File: config.mk
export PLATFORM = sky130hd
export DESIGN_NAME = return_address_stack
export DESIGN_NICKNAME = d
export VERILOG_FILES = /design/src/rtl/return_address_stack.sv
export SDC_FILE = /design/constraint.sdc
export NUM_CORES = 1
export LEC_CHECK = 0
export BUFFER_PORTS_ARGS = -buffer_cell sky130_fd_sc_hd__buf_4
export CAP_MARGIN = 0
export CORE_UTILIZATION = 50
export DETAILED_ROUTE_END_ITERATION = 8
export GPL_TIMING_DRIVEN = 0
export HOLD_SLACK_MARGIN = 0.03
export PLACE_DENSITY = 0.68
export SLEW_MARGIN = 30
export SYNTH_ARGS = -nofsm -noshare
export SYNTH_HDL_FRONTEND = slang
export SYNTH_SLANG_ARGS = --single-unit
File: constraint.sdc
create_clock -name clk -period 3.17 [get_ports clk]
set_input_delay 0.634 -clock clk [delete_from_list [all_inputs] [get_ports clk]]
set_output_delay 0.634 -clock clk [all_outputs]
set_load 0.05 [all_outputs]
File: src/rtl/return_address_stack.sv
// Circular return-address stack: pushes call return addresses, predicts the
// target of returns, and tracks occupancy with one-cycle overflow/underflow flags.
module return_address_stack #(
    parameter  int DEPTH  = 8,
    parameter  int ADDR_W = 32,
    localparam int PTR_W  = $clog2(DEPTH)
) (
    input  logic              clk,
    input  logic              rst,
    input  logic              stall,
    input  logic              flush,
    input  logic              push,
    input  logic              pop,
    input  logic [ADDR_W-1:0] push_addr,
    output logic [ADDR_W-1:0] top_addr,
    output logic              top_valid,
    output logic [PTR_W:0]    count,
    output logic              overflow,
    output logic              underflow
);

    localparam logic [PTR_W:0] FULL_CNT = (PTR_W + 1)'(DEPTH);

    logic [ADDR_W-1:0] mem [DEPTH];

    logic [PTR_W-1:0] tos_reg, tos_next;
    logic [PTR_W:0]   cnt_reg, cnt_next;
    logic             overflow_reg, overflow_next;
    logic             underflow_reg, underflow_next;
    logic             mem_we;
    logic [PTR_W-1:0] mem_waddr;

    logic active;
    logic empty;
    logic swap;

    assign active = !flush && !stall;
    assign empty  = (cnt_reg == '0);
    // Simultaneous push+pop on a non-empty stack replaces the top in place;
    // on an empty stack it degenerates to a plain push.
    assign swap   = push && pop && !empty;

    always_comb begin
        tos_next       = tos_reg;
        cnt_next       = cnt_reg;
        overflow_next  = 1'b0;
        underflow_next = 1'b0;
        mem_we         = 1'b0;
        mem_waddr      = tos_reg + PTR_W'(1);

        if (flush) begin
            tos_next = '0;
            cnt_next = '0;
        end else if (active) begin
            if (swap) begin
                mem_we    = 1'b1;
                mem_waddr = tos_reg;
            end else if (push) begin
                mem_we   = 1'b1;
                tos_next = tos_reg + PTR_W'(1);
                if (cnt_reg == FULL_CNT) begin
                    overflow_next = 1'b1;
                end else begin
                    cnt_next = cnt_reg + (PTR_W + 1)'(1);
                end
            end else if (pop) begin
                if (empty) begin
                    underflow_next = 1'b1;
                end else begin
                    tos_next = tos_reg - PTR_W'(1);
                    cnt_next = cnt_reg - (PTR_W + 1)'(1);
                end
            end
        end
    end

    always_ff @(posedge clk) begin
        if (rst) begin
            tos_reg       <= '0;
            cnt_reg       <= '0;
            overflow_reg  <= 1'b0;
            underflow_reg <= 1'b0;
        end else begin
            tos_reg       <= tos_next;
            cnt_reg       <= cnt_next;
            overflow_reg  <= overflow_next;
            underflow_reg <= underflow_next;
        end
    end

    // Storage carries no reset; validity is tracked solely by cnt_reg.
    always_ff @(posedge clk) begin
        if (!rst && mem_we) begin
            mem[mem_waddr] <= push_addr;
        end
    end

    assign top_valid = !empty;
    assign top_addr  = top_valid ? mem[tos_reg] : '0;
    assign count     = cnt_reg;
    assign overflow  = overflow_reg;
    assign underflow = underflow_reg;

endmodule

==> flow_metrics.py <==
metrics = {
    "status": {
        "status": "complete, no violations",
    },
    "floorplan": {
        "row_count": 52,
        "die_w_um": 147,
        "core_mm2": 0.0204,
        "die_y_um": 147,
        "initial_utilization_pct": 51.3,
        "die_area_mm2": 0.0216,
        "pin_count": 77,
    },
    "logic_synthesis": {
        "synth_nets": 545,
        "synth_top_area_share_pct": 73.3,
        "async_reset_ff_share_pct": 0,
        "netlist_area_mm2": 0.0105,
        "synth_fa_ha_area_share_pct": 0.668,
        "muxShareOfSynthArea_pct": 17.0,
        "seq_area_frac_synth_pct": 75.6,
        "synth_top_family_by_area": "multiplexers",
        "ys_ff_latch": 268,
        "synth_top_area_cell": "edfxtp_1",
        "synth-compound-area-share_pct": 1.87,
        "avgSynthCellArea_um2": 20.9,
        "yosys_warnings": 0,
        "synth_area_leaders": "edfxtp_1 73%, mux4_2 14%, mux2i_1 3.2%, dfxtp_1 2.3%, nor2_1 1.5%",
        "syn_inst": 502,
        "synth_xor_area_share_pct": 0.334,
        "synth.distinct_cells": 41,
        "synth-edff-count": 256,
        "synth-simple-area-share_pct": 3.36,
        "synth_flop_cell": "edfxtp_1",
    },
    "grt": {
        "grt_pass1_wl_mm": 32.2,
        "grt_max_degree": 19,
        "grt_overflow": 0,
        "antenna_found_initial": 0,
        "gr-usage-all-layers_pct": 20.2,
        "grt_pass1_vias": 5568,
    },
    "setup_path": {
        "required_ps": 2540,
        "slowest_delay_ps": 580,
        "crit_cells": 5,
        "cp_top_family": "buffers and inverters",
        "worst_path_max_delay_cell": "nor4_4",
        "crit_fanout": 10,
        "start_kind": "flip-flop",
        "crit_path_cell_trace": "buf_6 > nor4_4 > clkbuf_2 > nor2_1 > buf_4",
        "endpoint_kind": "output port",
        "critPathBufInv": 3,
        "arrival_ps": 2380,
        "rr_worst_depth": 6,
        "path_class": "reg2out",
    },
    "cts": {
        "path_clk_slew_ps": 60,
        "clkSinkCount": 268,
        "cts_made_buffers": 27,
        "cts-hold-fix-buffers": 0,
        "cts_tree": "done",
        "h-tree-depth": 1,
        "cts_resized": 15,
        "cts_setup_buffers": 0,
        "clock_path_buffers": 3,
        "clk_latency_ps": 530,
        "cts-root-buf": "clkbuf_16",
    },
    "timing": {
        "period_share_pct": 94.9,
        "rsz0062_at_grt": "no",
        "tightest_slew_ps": 690,
        "slew_violations": 0,
        "fin_worst_skew_ps": 16.5,
        "fmax_mhz": 332,
        "setup_viol": 0,
        "period_minus_slack_ps": 3010,
        "slew_headroom_pct": 53.9,
        "hold_viol": 0,
    },
    "power_and_ir_drop": {
        "p_per_area_mw_per_mm2": 561,
        "vdd_ir_drop_max_v": 0.000491,
        "p_leak_uw": 0.00406,
    },
    "route": {
        "viasPerCell": 5.71,
        "drc_errors": 0,
        "ant_nets": 0,
        "drt_iter0_markers": 313,
        "dr.pass1.iters": 4,
        "num_vias": 5185,
        "routed_wl_mm": 20.7,
        "wl_per_cell_um": 22.8,
    },
    "finish": {
        "layout_common_cells": "256 x edfxtp_1, 76 x buf_4, 64 x mux4_2",
        "nFillCells": 1449,
        "area_delta_synth_final_pct": 21.2,
        "largest_register_ff_count": 256,
        "final_nets": 663,
        "diodes": 0,
        "design_area_mm2": 0.0127,
        "layout.cells.non_filler": 908,
        "final_layout_size_suffix_gt1_share_pct": 35.7,
        "layout_commonest_cell": "edfxtp_1",
        "post-route-util_pct": 62.2,
    },
    "job": {
        "cap_violations": 0,
    },
    "placement": {
        "placed_cell_area_mm2": 0.0118,
        "dpl.cell_count": 862,
        "port_buffers": 76,
        "place_hpwl_mm": 12.8,
        "gp_congestion": 0.798,
    },
    "worst_hold_path": {
        "hold_class": "in2reg",
        "hold_depth": 1,
    },
}
==> path summary, 6_finish.rpt <==
kind | slack, ps | start | endpoint
worst max-delay path | 160 | count[0] | top_addr[17]
worst min-delay path | 330 | push_addr[19] | mem[7][19]
worst max register to register | 440 | count[0] | mem[0][12]
worst min register to register | 550 | tos_reg[2] | tos_reg[2]
==> report_power, final <==
| group | internal [uW] | total (uW) | switching, uW |
|---|---|---|---|
| Combinational | 112 | 304 | 192 |
| Sequential | 3890 | 3890 | 5.94 |
| Clock | 1710 | 2940 | 1230 |
==> cell usage after synthesis (4+ instances only) <==
cell / instances
inv_1: 4
dfxtp_1: 12
a21oi_1: 9
ha_1: 4
mux2i_1: 34
clkbuf_1: 13
o21ai_0: 7
mux4_2: 64
edfxtp_1: 256
buf_2: 7
nor2_1: 41
xnor2_1: 4
nand3_1: 5
==> through the flow <==
stage          TNS, ps  power (uW)  hold slack [ps]  worst slack (ps)
2_1_floorplan   -22370        4130              497              -239
3_3_place_gp   -296570        4250              540             -1840
3_5_place_dp     -3090        4270              550             -88.1
4_1_cts              0        7190              316              9.99
5_1_grt              0        7340              318              37.5
6_report             0        7140              333               160
==> layout make-up <==
class / count / area, um^2 / area share (%)
flip-flops and latches: 268 / 7930 / 62.4
multi-input cells: 205 / 2500 / 19.6
repair buffers: 90 / 956 / 7.52
clock buffers: 32 / 694 / 5.46
well taps: 270 / 338 / 2.66
plain buffers: 23 / 158 / 1.24
clock inverters: 15 / 123 / 0.965
inverters: 5 / 18.8 / 0.148
==> worst register-to-register path, stage by stage, from the launching register on <==
cell and delay, ps:
dfxtp_1 350, buf_6 150, o41a_2 560, xnor2_1 160
nand2b_1 320, nor2_4 620, buf_16 260
==> cell families (layout without fill, tap and decap cells) <==
family          Yosys count  after routing
mux                      98             98
fa+ha+maj                 5              5
xor+xnor                  4              4
flops                   268            268
buf+inv                  29            165
simple gates             71             71
compound gates           27             27
==> routing by layer <==
metal | wire [um] | global-route usage, % | up-vias
met3 | 1350 | 3.48 | 34
li1 | - | - | 2305
met5 | 0 | 0 | -
met1 | 8190 | 26.7 | 2668
met2 | 10800 | 35.0 | 178
met4 | 413 | 5.10 | 0
Note: power is estimated with default switching activity, not from simulation.
